`src/rtl/seg7_capture.sv`:
```
// Recovers the hex digits shown on a multiplexed, active-low seven-segment display
// by sampling the scan bus and capturing each digit slot once it has settled.
module seg7_capture #(
  parameter int STABLE_CYCLES = 4
) (
  input  logic        clk,
  input  logic        reset,
  input  logic [6:0]  segs7,
  input  logic [3:0]  Anodes,
  input  logic        period,
  output logic [15:0] Value,
  output logic [3:0]  DigitValid,
  output logic [3:0]  DpMask,
  output logic        FrameDone,
  output logic        BadPattern,
  output logic        MultiAnode
);

  typedef enum logic [1:0] {IDLE, SETTLE, HOLD} state_t;

  localparam logic [7:0] CNT_MAX = 8'(STABLE_CYCLES - 1);
  localparam logic [7:0] CNT_ARM = 8'(STABLE_CYCLES - 2);

  state_t      state_q, state_d;
  logic [11:0] samp_q, samp_d;
  logic [7:0]  cnt_q, cnt_d;
  logic [3:0]  mask_q, mask_d;
  logic [15:0] value_q, value_d;
  logic [3:0]  valid_q, valid_d;
  logic [3:0]  dp_q, dp_d;
  logic        frame_done_q, frame_done_d;
  logic        bad_q, bad_d;
  logic        multi_q, multi_d;

  logic [11:0] bus_in;
  logic        changed;
  logic [2:0]  lows_in, lows_prev;
  logic [4:0]  dec;

  function automatic logic [2:0] count_lows(input logic [3:0] a);
    count_lows = 3'(!a[0]) + 3'(!a[1]) + 3'(!a[2]) + 3'(!a[3]);
  endfunction

  // Lit gfedcba pattern to {valid, nibble}; anything else is not a hex glyph.
  function automatic logic [4:0] decode(input logic [6:0] lit);
    case (lit)
      7'h3F:   decode = {1'b1, 4'h0};
      7'h06:   decode = {1'b1, 4'h1};
      7'h5B:   decode = {1'b1, 4'h2};
      7'h4F:   decode = {1'b1, 4'h3};
      7'h66:   decode = {1'b1, 4'h4};
      7'h6D:   decode = {1'b1, 4'h5};
      7'h7D:   decode = {1'b1, 4'h6};
      7'h07:   decode = {1'b1, 4'h7};
      7'h7F:   decode = {1'b1, 4'h8};
      7'h6F:   decode = {1'b1, 4'h9};
      7'h77:   decode = {1'b1, 4'hA};
      7'h7C:   decode = {1'b1, 4'hB};
      7'h39:   decode = {1'b1, 4'hC};
      7'h5E:   decode = {1'b1, 4'hD};
      7'h79:   decode = {1'b1, 4'hE};
      7'h71:   decode = {1'b1, 4'hF};
      default: decode = 5'b0;
    endcase
  endfunction

  always_comb begin
    bus_in       = {Anodes, segs7, period};
    changed      = (bus_in != samp_q);
    lows_in      = count_lows(Anodes);
    lows_prev    = count_lows(samp_q[11:8]);
    dec          = decode(~segs7);
    samp_d       = bus_in;
    cnt_d        = changed ? 8'd0 : ((cnt_q == CNT_MAX) ? cnt_q : cnt_q + 8'd1);
    multi_d      = (lows_in >= 3'd2) && (lows_prev < 3'd2);
    frame_done_d = (mask_q == 4'hF);
    mask_d       = (mask_q == 4'hF) ? 4'h0 : mask_q;
    state_d      = state_q;
    value_d      = value_q;
    valid_d      = valid_q;
    dp_d         = dp_q;
    bad_d        = 1'b0;

    // The capture edge is the one at which the counter would reach its saturation value.
    if (lows_in != 3'd1) begin
      state_d = IDLE;
    end else if (changed) begin
      state_d = SETTLE;
    end else if (state_q == SETTLE && cnt_q == CNT_ARM) begin
      state_d = HOLD;
      if (dec[4]) begin
        for (int i = 0; i < 4; i++) begin
          if (!Anodes[i]) begin
            value_d[4*i +: 4] = dec[3:0];
            valid_d[i]        = 1'b1;
            dp_d[i]           = ~period;
            mask_d[i]         = 1'b1;
          end
        end
      end else begin
        bad_d = 1'b1;
      end
    end
  end

  always_ff @(posedge clk or posedge reset) begin
    if (reset) begin
      state_q      <= IDLE;
      samp_q       <= '1;
      cnt_q        <= '0;
      mask_q       <= '0;
      value_q      <= '0;
      valid_q      <= '0;
      dp_q         <= '0;
      frame_done_q <= 1'b0;
      bad_q        <= 1'b0;
      multi_q      <= 1'b0;
    end else begin
      state_q      <= state_d;
      samp_q       <= samp_d;
      cnt_q        <= cnt_d;
      mask_q       <= mask_d;
      value_q      <= value_d;
      valid_q      <= valid_d;
      dp_q         <= dp_d;
      frame_done_q <= frame_done_d;
      bad_q        <= bad_d;
      multi_q      <= multi_d;
    end
  end

  assign Value      = value_q;
  assign DigitValid = valid_q;
  assign DpMask     = dp_q;
  assign FrameDone  = frame_done_q;
  assign BadPattern = bad_q;
  assign MultiAnode = multi_q;

endmodule

```
`config.mk`:
```
export PLATFORM = sky130hd
export DESIGN_NAME = seg7_capture
export DESIGN_NICKNAME = d
export VERILOG_FILES = /design/src/rtl/seg7_capture.sv
export SDC_FILE = /design/constraint.sdc
export NUM_CORES = 1
export LEC_CHECK = 0
export BUFFER_PORTS_ARGS = -buffer_cell sky130_fd_sc_hd__buf_2
export CAP_MARGIN = 40
export CORE_MARGIN = 3
export CORE_UTILIZATION = 29
export CTS_BUF_LIST = sky130_fd_sc_hd__clkbuf_4
export DETAILED_ROUTE_END_ITERATION = 12
export SKIP_CTS_REPAIR_TIMING = 1
export SYNTH_ARGS = -nofsm -noshare
export SYNTH_HDL_FRONTEND = slang
export SYNTH_SLANG_ARGS = --single-unit
```
`constraint.sdc`:
```
create_clock -name clk -period 3.1 [get_ports clk]
set_input_delay 0.155 -clock clk [delete_from_list [all_inputs] [get_ports clk]]
set_output_delay 0.155 -clock clk [all_outputs]
set_load 0.02 [all_outputs]
```
==> impl_metrics.ini <==
[outcome]
status = completed

[worst_setup_path]
critPathKind = primary input to flip-flop
critPathCaptureType = flip-flop
worstSetupStartpointType = primary input
cp_cell_sequence = dlygate4sd3_1 -> buf_2 -> inv_1 -> ha_1 -> inv_1 -> ha_1 -> nor4bb_1 -> nand4_1 -> buf_4 -> a2111oi_4 -> buf_4 -> mux2_4
cp_data_arrival_time_ps = 2960
cp_slowest_cell = dlygate4sd3_1
critPathRequiredTime_ps = 3370
cpPeakStageDelay_ps = 530
r2r_start = samp_q[11]
worstPathMaxFanout = 6
path_delay_family = buffers and inverters
cp_num_buf_inv = 6
rrSetupSlack_ps = 730
crit_start = Anodes[2]

[routing]
viasPerCell = 4.49
drt_iter0_markers = 61
via_count = 1786
routedWlPerCell_um = 14.3
drtPass1Iterations = 4
route.detailed.drc = 0
finalWirelength_um = 5680
ant_nets = 0

[floorplanning]
ios = 41
die_x_um = 103
core_mm2 = 0.00898
start_util = 0.307
fp-row-count = 34
chipHeight_um = 103
dieArea_mm2 = 0.0107

[synthesis]
ys_warn_count = 0
syn_avg_cell_area_um2 = 12.9
netlist_area_mm2 = 0.00276
synth_top_area_cell = dfrtp_1
syn_nets = 235
synthArstFlopShare = 1.00
muxShareOfSynthArea = 0.105
synth.area.top_cells = dfrtp_1 37%, dfstp_2 11%, mux2_4 8.7%
synth_fa_ha_area_frac = 0.0372
synth-compound-area-share = 0.0908
synth_top_area_frac = 0.372
synth-edff-count = 0
yosysSeqAreaShare = 0.487
dominantRegCellSynth = dfrtp_1
synth_cell_type_count = 43
synth_xor_area_frac = 0.0667
synthCells = 214
yosys.area_share.simple = 0.172
ys_ff_latch = 53
synth_top_family_by_area = simple AND/OR/NAND/NOR gates

[final_layout]
area_growth_syn_to_layout_pct = 19.7
multi_input_area_mm2 = 0.00130
final_cell_count_no_fill = 398
final_nets = 292
drive_gt1_frac = 0.349
diodes = 0
fillers = 878
ff_latch_area_mm2 = 0.00134

[clock_tree]
cts-root-buf = clkbuf_4
clk_latency_ps = 380
path_clk_slew_ps = 160
htree_levels = 2
numCtsBuffers = 5
clk_path_buf_depth = 2
clock_sinks = 53
tritoncts = done

[grt]
grt_antenna_before_repair = 0
grt_max_degree = 41
grt_pass1_vias = 1726
grtUsageTotal = 0.111
grt_overflow_total = 0
grt_pass1_wl_um = 9050

[sta]
max_slew_margin = 0.709
min_period_ps = 2680
skew_ps = 13.1
worst_pin_slew_ps = 437
hold_viol = 0
finalSetupViolCount = 0
report.final.slew_viol_count = 0
fmax_mhz = 373
setup-tns-final_ps = 0
hold_slack_ps = 253
rsz0062_at_grt = false
period_share = 0.866

[place]
detailed_place_hpwl_um = 4100
dp.cells = 377
gp_congestion = 0.758
io_buffers = 40

[power]
power_density_mw_per_mm2 = 358
ir_worst_vdd_mv = 0.142
power_leakage_nw = 1.52

[hold_path]
hold_path_class = primary input to async pin

[run]
cap_violations = 0
worst paths after layout:
| check | to | cells after the start |
|---|---|---|
| worst max-delay path | Value[6] | 12 |
| worst min-delay path | DpMask[3] | 3 |
| worst max register to register | Value[6] | 6 |
| worst min register to register | DigitValid[1] | 1 |
| max in group asynchronous | samp_q[11] | 4 |
| min in group clk | DpMask[1] | 4 |
flip-flops by register name (all words and copies together), names as in the netlist, 2 cells and up:
register and cells:
state_q 2, DigitValid 4, Value 16, mask_q 4, samp_q 12, DpMask 4, cnt_q 8
placed cells by master (no fill, tap or decap), types with 4 or more instances in the layout:
| cell type | count |
|---|---|
| dfrtp_1 | 41 |
| buf_2 | 40 |
| xor2_1 | 17 |
| mux2_4 | 16 |
| nor2_1 | 14 |
| dlygate4sd3_1 | 13 |
| dfstp_2 | 12 |
| inv_1 | 11 |
| nand3_1 | 9 |
| buf_4 | 6 |
| mux2i_1 | 5 |
| or2_1 | 5 |
| ha_1 | 5 |
| clkbuf_4 | 5 |
| nor4b_1 | 4 |
| nand4_1 | 4 |
| a2111oi_4 | 4 |
| xnor2_1 | 4 |
| a21o_1 | 4 |
| nand2_1 | 4 |
power breakdown:
part           internal, W  leakage, nW  switching (W)
sequential        0.000710        0.676     0.00000663
combinational    0.0000559        0.808      0.0000869
clock            0.0000904       0.0316       0.000229
cell usage after synthesis (2+ instances only):
cell type	instances
nand4_1	4
nor2b_1	2
buf_2	5
dfrtp_1	41
nor4_4	3
ha_1	5
buf_6	2
mux2_4	16
fa_1	2
a22oi_1	2
mux2i_1	5
nor3_1	3
nor3b_1	3
a2111oi_4	4
a32o_1	2
dfstp_2	12
nor4_2	3
nand2_1	4
and3b_1	3
buf_4	3
nor4b_1	4
a21oi_1	3
and4b_1	2
o21ai_0	3
or2_1	5
xor2_1	17
nand3_1	9
a21o_1	4
inv_1	12
nor2_1	14
nor4bb_1	2
xnor2_1	4
cell type report:
class | instances | share of cell area
tap | 126 | 0.0478
inverter | 12 | 0.0137
clock buffer | 5 | 0.0114
multi-input combinational | 139 | 0.394
sequential | 53 | 0.407
clock inverter | 3 | 0.00645
timing repair buffer | 60 | 0.120
through the flow:
| stage | setup WS, ps | utilization | power, W | instance area [um2] |
|---|---|---|---|---|
| after floorplan | 110 | - | 0.000823 | 2760 |
| after global placement | 88.2 | 0.344 | 0.000855 | 3090 |
| after detailed placement | 71.1 | 0.346 | 0.000861 | 3110 |
| after CTS | 483 | 0.353 | 0.00119 | 3170 |
| after global routing | 198 | 0.367 | 0.00124 | 3300 |
| final | 416 | 0.367 | 0.00118 | 3300 |
cell families after synthesis:
kind of cell | count (synthesis)
compound gates | 24
xor+xnor | 21
fa+ha+maj | 7
buf+inv | 22
flops | 53
mux | 21
simple gates | 66
worst register-to-register path: stages, from the launching register on:
cell       delay (ps)
dfstp_2           580
xor2_1            100
nor4_4            370
nand3_4           280
a2111oi_4         400
buf_4             230
mux2_4            310
routing by layer:
| layer | GRT usage | up-vias | wire [um] |
|---|---|---|---|
| met5 | 0 | - | 0 |
| met4 | 0.0329 | 0 | 60 |
| met3 | 0.0255 | 6 | 188 |
| met2 | 0.163 | 35 | 2510 |
| met1 | 0.162 | 873 | 2920 |
| li1 | - | 872 | - |
Power figures use the tool's default switching activity.
